### src/rtl/crc_stream_pkg.sv
// rtl/crc_stream_pkg.sv - state type and bitwise CRC helpers shared by crc_stream_engine
package crc_stream_pkg;

    typedef enum logic [1:0] {
        IDLE  = 2'd0,
        ACCUM = 2'd1,
        HOLD  = 2'd2
    } state_e;

    localparam logic [31:0] CRC32_RESIDUE = 32'hDEBB20E3;

    function automatic logic [31:0] width_mask(input int width);
        logic [32:0] m;
        m = (33'd1 << width) - 33'd1;
        return m[31:0];
    endfunction

    function automatic logic [31:0] reflect_poly(input logic [31:0] poly, input int width);
        logic [31:0] r;
        logic [4:0]  j;
        r = '0;
        for (int i = 0; i < 32; i++) begin
            if (i < width) begin
                j    = 5'(width - 1 - i);
                r[i] = poly[j];
            end
        end
        return r;
    endfunction

    // Reflected mode expects poly already bit-reversed; bits above width are masked on return.
    function automatic logic [31:0] crc_byte_step(input logic [31:0] crc, input logic [7:0] data,
                                                  input logic [31:0] poly, input logic reflect,
                                                  input int width);
        logic [31:0] c;
        logic [4:0]  top;
        top = 5'(width - 1);
        if (reflect) begin
            c = crc ^ {24'd0, data};
            for (int b = 0; b < 8; b++) c = c[0] ? ((c >> 1) ^ poly) : (c >> 1);
        end else begin
            c = crc ^ ({24'd0, data} << (width - 8));
            for (int b = 0; b < 8; b++) c = c[top] ? ((c << 1) ^ poly) : (c << 1);
        end
        return c & width_mask(width);
    endfunction

endpackage

### src/rtl/crc_unroll.sv
// rtl/crc_unroll.sv - combinational chain of keep-gated byte steps producing the next CRC register
module crc_unroll
    import crc_stream_pkg::*;
#(
    parameter int          CRC_W      = 32,
    parameter logic [31:0] POLY       = 32'h04C11DB7,
    parameter bit          REFLECT    = 1'b1,
    parameter int          DATA_BYTES = 4
) (
    input  logic [CRC_W-1:0]        crc_in,
    input  logic [8*DATA_BYTES-1:0] data,
    input  logic [DATA_BYTES-1:0]   keep,
    output logic [CRC_W-1:0]        crc_out
);

    localparam logic [31:0] STEP_POLY = REFLECT ? reflect_poly(POLY, CRC_W)
                                                : (POLY & width_mask(CRC_W));

    logic [31:0] chain;

    always_comb begin
        chain = 32'(crc_in);
        for (int i = 0; i < DATA_BYTES; i++) begin
            if (keep[i]) chain = crc_byte_step(chain, data[8*i +: 8], STEP_POLY, REFLECT, CRC_W);
        end
        crc_out = chain[CRC_W-1:0];
    end

endmodule

### src/rtl/crc_stream_engine.sv
// rtl/crc_stream_engine.sv - streaming CRC generator/checker, one result per frame
// CRC_STREAM_CHECK_EN adds the m_ok residue comparison port.
module crc_stream_engine
    import crc_stream_pkg::*;
#(
    parameter int          CRC_W      = 32,
    parameter logic [31:0] POLY       = 32'h04C11DB7,
    parameter logic [31:0] INIT       = 32'hFFFFFFFF,
    parameter logic [31:0] XOROUT     = 32'hFFFFFFFF,
    parameter bit          REFLECT    = 1'b1,
    parameter int          DATA_BYTES = 4
`ifdef CRC_STREAM_CHECK_EN
    ,
    parameter logic [31:0] RESIDUE    = CRC32_RESIDUE
`endif
) (
    input  logic                    clk,
    input  logic                    rst_n,
    input  logic                    s_valid,
    output logic                    s_ready,
    input  logic [8*DATA_BYTES-1:0] s_data,
    input  logic [DATA_BYTES-1:0]   s_keep,
    input  logic                    s_last,
    output logic                    m_valid,
    input  logic                    m_ready,
    output logic [CRC_W-1:0]        m_crc,
`ifdef CRC_STREAM_CHECK_EN
    output logic [15:0]             m_bytes,
    output logic                    m_ok
`else
    output logic [15:0]             m_bytes
`endif
);

    localparam logic [CRC_W-1:0] INIT_W   = INIT[CRC_W-1:0];
    localparam logic [CRC_W-1:0] XOROUT_W = XOROUT[CRC_W-1:0];

    state_e            state_q, state_d;
    logic [CRC_W-1:0]  crc_q, crc_d, m_crc_q, m_crc_d;
    logic [15:0]       cnt_q, cnt_d, m_bytes_q, m_bytes_d;
    logic [CRC_W-1:0]  crc_base, crc_next;
    logic [15:0]       cnt_base, cnt_next;
    logic [16:0]       cnt_sum;
    logic [3:0]        keep_cnt;
    logic              accept;

    // A new frame always seeds from INIT, never from the previous frame's register.
    assign crc_base = (state_q == IDLE) ? INIT_W : crc_q;
    assign cnt_base = (state_q == IDLE) ? 16'd0 : cnt_q;
    assign s_ready  = (state_q != HOLD);
    assign m_valid  = (state_q == HOLD);
    assign accept   = s_valid && s_ready;
    assign m_crc    = m_crc_q;
    assign m_bytes  = m_bytes_q;

    crc_unroll #(
        .CRC_W      (CRC_W),
        .POLY       (POLY),
        .REFLECT    (REFLECT),
        .DATA_BYTES (DATA_BYTES)
    ) u_unroll (
        .crc_in  (crc_base),
        .data    (s_data),
        .keep    (s_keep),
        .crc_out (crc_next)
    );

    always_comb begin
        keep_cnt = 4'd0;
        for (int i = 0; i < DATA_BYTES; i++) keep_cnt = keep_cnt + {3'd0, s_keep[i]};
        cnt_sum  = {1'b0, cnt_base} + {13'd0, keep_cnt};
        cnt_next = cnt_sum[16] ? 16'hFFFF : cnt_sum[15:0];
    end

`ifdef CRC_STREAM_CHECK_EN
    logic m_ok_q, m_ok_d;
    assign m_ok = m_ok_q;
`endif

    always_comb begin
        state_d   = state_q;
        crc_d     = crc_q;
        cnt_d     = cnt_q;
        m_crc_d   = m_crc_q;
        m_bytes_d = m_bytes_q;
`ifdef CRC_STREAM_CHECK_EN
        m_ok_d    = m_ok_q;
`endif
        case (state_q)
            IDLE, ACCUM: begin
                if (accept) begin
                    crc_d = crc_next;
                    cnt_d = cnt_next;
                    if (s_last) begin
                        state_d   = HOLD;
                        m_crc_d   = crc_next ^ XOROUT_W;
                        m_bytes_d = cnt_next;
`ifdef CRC_STREAM_CHECK_EN
                        m_ok_d    = (crc_next == RESIDUE[CRC_W-1:0]);
`endif
                    end else begin
                        state_d = ACCUM;
                    end
                end
            end
            HOLD: begin
                if (m_ready) state_d = IDLE;
            end
            default: state_d = IDLE;
        endcase
    end

    always_ff @(posedge clk or negedge rst_n) begin
        if (!rst_n) begin
            state_q   <= IDLE;
            crc_q     <= INIT_W;
            cnt_q     <= 16'd0;
            m_crc_q   <= '0;
            m_bytes_q <= 16'd0;
`ifdef CRC_STREAM_CHECK_EN
            m_ok_q    <= 1'b0;
`endif
        end else begin
            state_q   <= state_d;
            crc_q     <= crc_d;
            cnt_q     <= cnt_d;
            m_crc_q   <= m_crc_d;
            m_bytes_q <= m_bytes_d;
`ifdef CRC_STREAM_CHECK_EN
            m_ok_q    <= m_ok_d;
`endif
        end
    end

endmodule

### config.mk
export PLATFORM = sky130hd
export DESIGN_NAME = crc_stream_engine
export DESIGN_NICKNAME = d
export VERILOG_FILES = /design/src/rtl/crc_stream_pkg.sv /design/src/rtl/crc_unroll.sv /design/src/rtl/crc_stream_engine.sv
export SDC_FILE = /design/constraint.sdc
export NUM_CORES = 1
export LEC_CHECK = 0
export ABC_AREA = 1
export BUFFER_PORTS_ARGS = -buffer_cell sky130_fd_sc_hd__buf_2
export CORE_MARGIN = 5
export CORE_UTILIZATION = 60
export CTS_BUF_LIST = sky130_fd_sc_hd__clkbuf_16
export DETAILED_ROUTE_END_ITERATION = 8
export GPL_TIMING_DRIVEN = 0
export PLACE_DENSITY = 0.83
export SLEW_MARGIN = 20
export SYNTH_ARGS = -nofsm -noshare
export SYNTH_HDL_FRONTEND = slang
export SYNTH_SLANG_ARGS = --single-unit
### constraint.sdc
create_clock -name clk -period 5.3 [get_ports clk]
set_input_delay 0.265 -clock clk [delete_from_list [all_inputs] [get_ports clk]]
set_output_delay 0.265 -clock clk [all_outputs]
set_load 0.05 [all_outputs]
; ---- Word level (Yosys, flattened, before mapping)
; Cells that the tools add are included.
[totals]
reg_bits = 98
in_bits = 41
output_inout_bits = 50
elab_cells = 100
[classes]
addsub = 4
eq_ne = 5
mux = 43
bitwise_logic = 37
reduce_logical = 6
[ops]
columns = cell, count
row1 = $mux W32, 37
row2 = $not A13 Y14, 32
row3 = $xor A32 B8 Y32, 4
row4 = $mux W16, 2
row5 = $not A32 Y32, 1
row6 = $add A16 B4 Y17, 1
row7 = $mux W2, 3
row8 = $add A3 B1 Y4, 1
row9 = $ne A2 B2 Y1 const B, 2
row10 = $pmux W2 S2, 1
row11 = $reduce_and A2 Y1, 2
row12 = $add A2 B1 Y3, 1
row13 = $reduce_and A3 Y1, 1
row14 = $add A1 B1 Y2, 1
row15 = $eq A2 B1 Y1 const B, 1
row16 = $eq A2 B2 Y1 const B, 1
row17 = $logic_not A2 Y1, 1
row18 = $ne A2 B1 Y1 const B, 1
row19 = $reduce_or A2 Y1, 1
row20 = $logic_and A1 B1 Y1, 1

; ---- Longest topological paths before layout
; Gate-level depths: netlist of the first run.
[depth]
ltp_word = 75
mapped_depth = 38
ltp_nobuf = 38

; ---- Modules after synthesis
; A second synthesis of the first run with hierarchy kept.
[hier_totals]
cells_unflattened = 2018
hier_area_um2 = 11686.2
[modules_own_cells]
columns = module, n_inst, cells_each, area_per_inst_um2, seq_area_each_um2
row1 = crc_unroll, 1, 1465, 7123.1, 0.0
row2 = crc_stream_engine, 1, 553, 4563.1, 2492.4

; ---- Worst setup path after synthesis of the first run
; Ideal clock, no wire load.
[synth_timing]
path_type = register -> register
start = reg state_q[1]
end = reg cnt_q[8]
setup_time_ns = 0.083
t_arrival_ns = 3.698
required_time_ns = 5.217
path_slack_ns = 1.519
stages_incl_launch_ff = 24
path_cell_list = dfrtp_1 -> nor2_4 -> buf_6 -> buf_4 -> buf_2 -> buf_1 -> clkbuf_1 -> nor2_1 -> fa_1 -> inv_1 -> fa_1 -> nor3_1 -> nand3_1 -> inv_1 -> nand3_1 -> nor3_1 -> nand2_1 -> inv_1 -> nand3_1 -> nand3b_1 -> clkbuf_1 -> nand3_1 -> nand2_1 -> o21ai_0
[synth_via]
elab_chain_cells = 4
elab_cells_between_ends = 9
cone_classes = add/sub: 1 / eq/ne: 2 / mux: 2 / reduce/logical: 4
[synth_lines]
columns = item, line
row1 = from (decl), crc_stream_engine.sv:38  ; state_e state_q, state_d;
row2 = from (signal assigned), crc_stream_engine.sv:124  ; state_q <= state_d;
row3 = $logic_not A2 Y1, "crc_stream_engine.sv:49, crc_stream_engine.sv:89"
row4 = $mux W16, crc_stream_engine.sv:49  ; assign cnt_base = (state_q == IDLE) ? 16'd0 : cnt_q;
row5 = $add A16 B4 Y17, crc_stream_engine.sv:71  ; cnt_sum = {1'b0, cnt_base} + {13'd0, keep_cnt};
row6 = $mux W16, crc_stream_engine.sv:72  ; cnt_next = cnt_sum[16] ? 16'hFFFF : cnt_sum[15:0];
row7 = to (signal assigned), crc_stream_engine.sv:126  ; cnt_q <= cnt_d;
row8 = to (decl), crc_stream_engine.sv:40  ; logic [15:0] cnt_q, cnt_d, m_bytes_q, m_bytes_d;
; Several ways; a longest one is shown, not always the timed one.
; A chain may end at the register's enable or synchronous reset.

; ---- Final worst setup path of the first run
[layout_timing]
start = reg crc_q[0]
end = reg m_crc_q[10] (netlist: m_crc[10])
[layout_via]
elab_chain_cells = 54
elab_cells_between_ends = 63
cone_classes = mux: 37 / bitwise: 26
[layout_lines]
columns = item, line
row1 = from (decl), crc_stream_engine.sv:39  ; logic [CRC_W-1:0] crc_q, crc_d, m_crc_q, m_crc_d;
row2 = from (signal assigned), crc_stream_engine.sv:125  ; crc_q <= crc_d;
row3 = $mux W32 (*), crc_stream_engine.sv:48  ; assign crc_base = (state_q == IDLE) ? INIT_W : crc_q;
row4 = $xor A32 B8 Y32, crc_stream_pkg.sv:39  ; c = crc ^ {24'd0, data};
row5 = $mux W32, crc_stream_pkg.sv:40  ; for (int b = 0; b < 8; b++) c = c[0] ? ((c >> 1) ^ poly) : (c >> 1);
row6 = $not A13 Y14 (no source line), --
row7 = $mux W32 (3 in series), crc_stream_pkg.sv:40
row8 = $not A13 Y14 (no source line), --
row9 = $mux W32 (4 in series), crc_stream_pkg.sv:40
row10 = $mux W32 (*), crc_unroll.sv:24  ; if (keep[i]) chain = crc_byte_step(chain, data[8*i +: 8], STEP_POLY, REFLECT, CRC_W);
row11 = [26 not listed], --
row12 = $mux W32 (2 in series), crc_stream_pkg.sv:40
row13 = $mux W32 (*), crc_unroll.sv:24
row14 = $xor A32 B8 Y32, crc_stream_pkg.sv:39
row15 = $mux W32 (2 in series), crc_stream_pkg.sv:40
row16 = $not A13 Y14 (no source line), --
row17 = $mux W32 (6 in series), crc_stream_pkg.sv:40
row18 = $mux W32 (*), crc_unroll.sv:24
row19 = $not A32 Y32 (no source line) (*), --
row20 = to (signal assigned), crc_stream_engine.sv:127  ; m_crc_q <= m_crc_d;
row21 = to (decl), crc_stream_engine.sv:39
; Mark *: on every way between the ends. The rest lies on a longest branch, timed or not.

==> flow_metrics.env, run 1 <==
export IMPL_run_status="finished, final reports clean"
export IMPL_synth_xor_xnor_area_share=0.0940
export IMPL_multiplexer_area_fraction_after_synthesis=0
export IMPL_timing_final_crit_share=0.918
export IMPL_drt_antenna_violating_nets=0
export IMPL_max_clock_freq_mhz=205
export IMPL_wire_length_of_the_first_global_routing_pass_um=67400
export IMPL_area_growth_from_synthesis_to_layout_pct=9.68
export IMPL_grt_pass1_vias=12027
export IMPL_crit_path_end_kind="flop"
export IMPL_yosysTopAreaCellShare=0.263
export IMPL_netSwitchingFraction=0.608
export IMPL_post_detailed_placement_half_perimeter_wirelength_um=34600
export IMPL_simple_gate_share_of_the_synthesized_area=0.547
export IMPL_largest_family_of_logic_cells_by_synthesized_area="simple AND/OR/NAND/NOR gates"
export IMPL_avgSynthCellArea_um2=6.09
export IMPL_final_max_slew_viols=0
export IMPL_async_reset_ff_frac=1.00
export IMPL_clock_tree_from_tritoncts="built"
export IMPL_cts_htree_levels=3
export IMPL_worstPathMaxFanout=7
export IMPL_worst_ir_drop_vdd_uv=620
export IMPL_max_slew_margin=0.306
export IMPL_synthesis_nets=1948
export IMPL_path_clk_slew_ns=0.07
export IMPL_num_antenna_cells=0
export IMPL_synth_sequential_area_ratio=0.215
export IMPL_die_ar_um2=22200
export IMPL_synth_lib_cells_used_distinct=49
export IMPL_yosys_area_share_adder=0.00626
export IMPL_globalRouteMet2Util=0.601
export IMPL_final_setup_tns_ns=0
export IMPL_place_congestion=1.03
export IMPL_yosys_most_used_dff="sky130_fd_sc_hd__dfrtp_1"
export IMPL_synthCells=1903
export IMPL_critPathSlowestCell="sky130_fd_sc_hd__o21ai_0"
export IMPL_detail_route_wl_per_cell_um=19.1
export IMPL_p_comb_frac=0.768
export IMPL_share_of_cells_above_drive_strength_1=0.190
export IMPL_grt_overflow_total=0
export IMPL_grt_setup_unrepaired="false"
export IMPL_cp_data_arrival_time_ns=5.15
export IMPL_cts_made_buffers=9
export IMPL_power_density_nw_per_um2=677
export IMPL_critPathTopFamily="simple AND/OR/NAND/NOR gates"
export IMPL_final_setup_skew_ns=0.00583
export IMPL_pwr_share_clk=0.078
export IMPL_routed_wl_um=43400
export IMPL_synth_edff_count=0
export IMPL_clock_sinks=98
export IMPL_synthesized_flop_and_latch_total=98
export IMPL_globalRouteMet1Util=0.524
export IMPL_report_final_setup_viol=0
export IMPL_max_slew_worst_pin_slew_ns=1.03
export IMPL_chipWidth_um=149
export IMPL_crit_required_ns=5.58
export IMPL_finalNetCount=2051
export IMPL_clock_insertion_delay_worst_skew_ns=0.35
export IMPL_cts_setup_buffers=0
export IMPL_die_height_um=149
export IMPL_grt_resource_usage_total=0.388
export IMPL_placed_area_um2=12400
export IMPL_placeableCoreArea_um2=18900
export IMPL_initial_antenna_violation_count=0
export IMPL_stage_delay_of_the_slowest_cell_on_the_critical_path_ns=0.63
export IMPL_holdCritPathClass="in -> reg"
export IMPL_initial_core_util=0.614
export IMPL_cap_violations=0
export IMPL_number_of_cell_rows=50
export IMPL_power_net_switching_mw=5.23
export IMPL_num_vias=13399
export IMPL_critical_path_class="reg -> reg"
export IMPL_p_int_mw=3.37
export IMPL_power_frac_seq=0.154
export IMPL_number_of_remaining_drc_errors=0
export IMPL_hold_viol_final=0
export IMPL_design_portCount=91
export IMPL_dr_first_iter_drc_count=1991
export IMPL_place_port_buffers=90
export IMPL_root_buffer="sky130_fd_sc_hd__clkbuf_16"
export IMPL_final_design_area_no_fill_um2=12700
export IMPL_synthesis_yosys_warnings=0
export IMPL_clockBufferDepth=2
export IMPL_cp_buf_inv_count=1
export IMPL_compound_cell_area_share_of_the_yosys_netlist=0.0592
export IMPL_cpMostUsedCell="sky130_fd_sc_hd__nand2_1"
export IMPL_viasPerCell=5.90
export IMPL_final_util=0.673
export IMPL_largest_cells_by_area_after_synthesis="sky130_fd_sc_hd__nand2_1 (26%), sky130_fd_sc_hd__dfrtp_1 (14%), sky130_fd_sc_hd__nand3_1 (11%)"
export IMPL_gr_usage_met3=0.0881
export IMPL_synth_top_cell_by_area="sky130_fd_sc_hd__nand2_1"
export IMPL_drt_pass1_iterations=8
export IMPL_cp_start_kind="flop"
export IMPL_timing_final_crit_period_ns=4.87
export IMPL_synthesis_area_um2=11600
export IMPL_top_usage_layer="met2"
export IMPL_standby_leakage_power_nw=6.96
export IMPL_grt_start_max_net_pins=75
-- layout make-up --
type	count	area, um^2
Sequential cell	98	2490
Buffer	56	342
Inverter	149	566
Clock buffer	9	225
Clock inverter	7	76.3
Multi-Input combinational cell	1600	8200
Tap cell	260	325
Fill cell	1760	6180
Timing Repair Buffer	92	494
-- kinds of logic after synthesis --
family / count (synthesis)
compound gates: 120
xor+xnor: 121
fa+ha+maj: 4
buf+inv: 205
flops: 98
simple gates: 1355
-- worst paths after layout --
kind / from / endpoint / slack, ns / depth (start not counted)
setup / recovery: crc_q[0] / m_crc[10] / 0.43 / 27
hold / removal: s_last / state_q[0] / 0.12 / 2
setup reg to reg: crc_q[0] / m_crc[10] / 0.43 / 27
hold reg to reg: m_bytes[8] / m_bytes[8] / 0.48 / 2
max in group asynchronous: rst_n / crc_q[12] / 4.29 / 3
min in group asynchronous: rst_n / m_crc[7] / 0.34 / 2
-- per-stage QoR --
step	total power, mW	cells	hold slack (ns)	setup slack, ns
finish	8.61	2271	0.115	0.433
global route	9.19	2271	0.121	0.0676
CTS	8.38	2271	0.117	0.492
detailed placement	7.65	2254	0.135	0.615
global placement	7.55	2253	0.457	0.700
floorplan	5.95	1903	-0.0306	1.52
-- per-layer routing --
metal | vias up | share of wire
met4 | 0 | 0.051
met1 | 6097 | 0.38
met2 | 914 | 0.44
met3 | 148 | 0.13
met5 | - | 0
li1 | 6240 | -
-- layout by cell type (no fill, tap or decap), types with 8 or more instances in the layout --
master / instances
sky130_fd_sc_hd__dfstp_2: 32
sky130_fd_sc_hd__o211ai_1: 10
sky130_fd_sc_hd__buf_2: 96
sky130_fd_sc_hd__nand2_1: 813
sky130_fd_sc_hd__o21ai_1: 25
sky130_fd_sc_hd__or2_2: 11
sky130_fd_sc_hd__inv_1: 133
sky130_fd_sc_hd__buf_6: 8
sky130_fd_sc_hd__clkbuf_1: 23
sky130_fd_sc_hd__xnor2_1: 24
sky130_fd_sc_hd__a31oi_1: 17
sky130_fd_sc_hd__a21oi_1: 9
sky130_fd_sc_hd__nand3_2: 41
sky130_fd_sc_hd__clkbuf_16: 9
sky130_fd_sc_hd__dfrtp_1: 66
sky130_fd_sc_hd__nand3_1: 252
sky130_fd_sc_hd__xor2_1: 93
sky130_fd_sc_hd__nand2_2: 94
sky130_fd_sc_hd__nor2_1: 72
sky130_fd_sc_hd__o21ai_0: 50
sky130_fd_sc_hd__inv_2: 11
sky130_fd_sc_hd__nand2_4: 36
sky130_fd_sc_hd__nand4_1: 9
-- state kept, by name, summed over array words and instances, names as in the netlist --
register	flops
crc_q	32
m_crc	32
cnt_q	16
m_bytes	16
state_q	2
-- power groups by stage --
stage	sequential (mW)	clock [mW]	combinational, mW
finish	1.33	0.671	6.61
global route	1.35	0.702	7.13
CTS	1.31	0.665	6.40
detailed placement	1.31	0	6.34
global placement	1.31	0	6.24
floorplan	1.73	0	4.22
-- synth_stat cells, types with 5 or more instances --
cell / instances
sky130_fd_sc_hd__a21oi_1: 9
sky130_fd_sc_hd__a31oi_1: 17
sky130_fd_sc_hd__buf_2: 7
sky130_fd_sc_hd__buf_4: 7
sky130_fd_sc_hd__buf_6: 7
sky130_fd_sc_hd__clkbuf_1: 24
sky130_fd_sc_hd__dfrtp_1: 66
sky130_fd_sc_hd__dfstp_2: 32
sky130_fd_sc_hd__inv_1: 133
sky130_fd_sc_hd__inv_2: 11
sky130_fd_sc_hd__nand2_1: 813
sky130_fd_sc_hd__nand2_2: 94
sky130_fd_sc_hd__nand2_4: 36
sky130_fd_sc_hd__nand3_1: 252
sky130_fd_sc_hd__nand3_2: 41
sky130_fd_sc_hd__nand3b_1: 5
sky130_fd_sc_hd__nand4_1: 9
sky130_fd_sc_hd__nor2_1: 72
sky130_fd_sc_hd__nor2_2: 5
sky130_fd_sc_hd__o211ai_1: 10
sky130_fd_sc_hd__o21ai_0: 50
sky130_fd_sc_hd__o21ai_1: 25
sky130_fd_sc_hd__or2_2: 11
sky130_fd_sc_hd__xnor2_1: 24
sky130_fd_sc_hd__xor2_1: 93
-- timing repair --
item                                    in CTS  in global routing
endpoints found under the setup margin       0                  4
gates resized for setup                      0                  2
endpoints found under the hold margin       15                  0
hold buffers                                 1                  0
(Power assumes the default switching activity.)
==> run 2, diff against run 1 <==
--- a/config.mk
+++ b/config.mk
@@ -7,6 +7,7 @@
 export LEC_CHECK = 0
 export ABC_AREA = 1
 export BUFFER_PORTS_ARGS = -buffer_cell sky130_fd_sc_hd__buf_2
+export CORE_ASPECT_RATIO = 1.25
 export CORE_MARGIN = 5
 export CORE_UTILIZATION = 60
 export CTS_BUF_LIST = sky130_fd_sc_hd__clkbuf_16
==> run 2 against run 1 <==
Via count down 1.8%. Clock-buffer cell count unchanged. First-iteration DRC count down 28%. Hold slack worse by 0.0096 ns. Critical path type unchanged.
==> flow_metrics.env, run 2 (synthesized netlist as in run 1, its figures left out) <==
export IMPL_timing_rr_start="crc_q[0]"
export IMPL_grt_resource_usage_total=0.388
export IMPL_area_of_the_multi_input_gates_um2=8200
export IMPL_routed_wl_um=43200
export IMPL_report_final_setup_viol=0
export IMPL_grt_overflow_total=0
export IMPL_max_slew_margin=0.425
export IMPL_critical_path_class="reg -> reg"
export IMPL_number_of_cell_rows=56
export IMPL_max_clock_freq_mhz=209
export IMPL_sequential_cell_area_um2=2490
export IMPL_final_setup_skew_ns=0.0128
export IMPL_cts_made_buffers=9
export IMPL_grt_pass1_vias=12325
export IMPL_critPathTopFamily="simple AND/OR/NAND/NOR gates"
export IMPL_drt_antenna_violating_nets=0
export IMPL_crit_path_end_kind="flop"
export IMPL_final_util=0.671
export IMPL_cp_buf_inv_count=2
export IMPL_dp_slack_ns=0.683
export IMPL_viasPerCell=5.86
export IMPL_num_vias=13154
export IMPL_area_growth_from_synthesis_to_layout_pct=9.56
export IMPL_cap_violations=0
export IMPL_post_route_worst_hold_slack_ns=0.106
export IMPL_cts_htree_levels=3
export IMPL_post_detailed_placement_half_perimeter_wirelength_um=34800
export IMPL_globalRouteMet2Util=0.636
export IMPL_hold_viol_final=0
export IMPL_wire_length_of_the_first_global_routing_pass_um=66800
export IMPL_number_of_remaining_drc_errors=0
export IMPL_worstPathMaxFanout=8
export IMPL_setup_reg_to_reg_worst_slack_ns=0.51
export IMPL_holdCritPathClass="in -> reg"
export IMPL_ff2ff_path_depth=31
export IMPL_drt_pass1_iterations=6
export IMPL_final_setup_tns_ns=0
export IMPL_max_slew_worst_pin_slew_ns=0.854
export IMPL_clockBufferDepth=2
export IMPL_num_antenna_cells=0
export IMPL_final_max_slew_viols=0
export IMPL_stage_delay_of_the_slowest_cell_on_the_critical_path_ns=0.53
export IMPL_crit_required_ns=5.59
export IMPL_layout_filler_cells=1795
export IMPL_die_ar_um2=22200
export IMPL_timing_final_crit_period_ns=4.79
export IMPL_cp_startpoint="crc_q[0]"
export IMPL_design_power_total_mw=8.58
export IMPL_final_design_area_no_fill_um2=12700
export IMPL_standby_leakage_power_nw=6.96
export IMPL_path_clk_slew_ns=0.08
export IMPL_clock_insertion_delay_worst_skew_ns=0.35
export IMPL_power_density_nw_per_um2=675
export IMPL_chipWidth_um=134
export IMPL_design_portCount=91
export IMPL_cts_resized_gates=0
export IMPL_run_status="finished, final reports clean"
export IMPL_clock_tree_from_tritoncts="built"
export IMPL_die_height_um=165
export IMPL_grt_start_max_net_pins=85
export IMPL_cts_hold_buf=1
export IMPL_cpMostUsedCell="sky130_fd_sc_hd__nand2_1"
export IMPL_finalNetCount=2051
export IMPL_timing_final_crit_share=0.904
export IMPL_placeableCoreArea_um2=18900
export IMPL_cp_data_arrival_time_ns=5.08
export IMPL_critPathSlowestCell="sky130_fd_sc_hd__dfstp_2"
export IMPL_detail_route_wl_per_cell_um=19.2
export IMPL_placed_area_um2=12400
export IMPL_gr_usage_met3=0.0455
export IMPL_share_of_cells_above_drive_strength_1=0.190
export IMPL_initial_antenna_violation_count=0
export IMPL_post_layout_nonfiller_instances=2243
export IMPL_place_congestion=1.04
export IMPL_grt_setup_unrepaired="false"
export IMPL_setup_ws_ns=0.511
export IMPL_final_cell_mix="sky130_fd_sc_hd__nand2_1 (813), sky130_fd_sc_hd__nand3_1 (252), sky130_fd_sc_hd__inv_1 (133), sky130_fd_sc_hd__buf_2 (96), sky130_fd_sc_hd__nand2_2 (94)"
export IMPL_clock_sinks=98
export IMPL_place_port_buffers=90
export IMPL_dr_first_iter_drc_count=1437
export IMPL_crit_end="m_crc[6]"
export IMPL_top_usage_layer="met2"
export IMPL_number_of_cells_on_the_critical_path=31
export IMPL_worst_ir_drop_vdd_uv=559
export IMPL_globalRouteMet1Util=0.483
export IMPL_cts_setup_buffers=0
export IMPL_final_common_cell="sky130_fd_sc_hd__nand2_1"
export IMPL_initial_core_util=0.613
export IMPL_r2r_end="m_crc[6]"
export IMPL_placed_cells=2226
export IMPL_root_buffer="sky130_fd_sc_hd__clkbuf_16"
export IMPL_cp_start_kind="flop"
## run 2: changes by cell type in the layout (fill, tap and decap cells not counted), sizes merged
cell / before / now
clkinv: 6 / 5
clkinvlp: 0 / 1
## run 2: worst min-delay path by stage
stage	startpoint	cells past startpoint	endpoint	slack, ns
floorplan	rst_n	0	cnt_q[0]	-0.03
global placement	m_ready	2	state_q[1]	0.46
detailed placement	rst_n	1	m_crc[26]	0.1
CTS	s_last	2	state_q[0]	0.11
global route	s_last	2	state_q[0]	0.13
finish	s_last	2	state_q[0]	0.11
## run 2: layer usage
layer | up-vias | wire length [um] | share of wire
li1 | 6240 | - | -
met1 | 6035 | 16700 | 0.39
met2 | 730 | 19300 | 0.45
met3 | 149 | 3650 | 0.085
met4 | 0 | 3470 | 0.080
met5 | - | 0 | 0
## run 2: report_power, final
part / leakage [nW] / internal [mW] / switching [mW] / total [mW]
Sequential: 1.17 / 1.11 / 0.187 / 1.30
Clock: 0.156 / 0.381 / 0.319 / 0.701
Combinational: 5.64 / 1.89 / 4.69 / 6.58
## run 2: cell type report
type                       count  area share
timing repair buffer          92      0.0389
clock inverter                 7     0.00778
multi-input combinational   1600       0.645
inverter                     149      0.0445
sequential                    98       0.196
buffer                        56      0.0268
clock buffer                   9      0.0177
tap                          232      0.0229
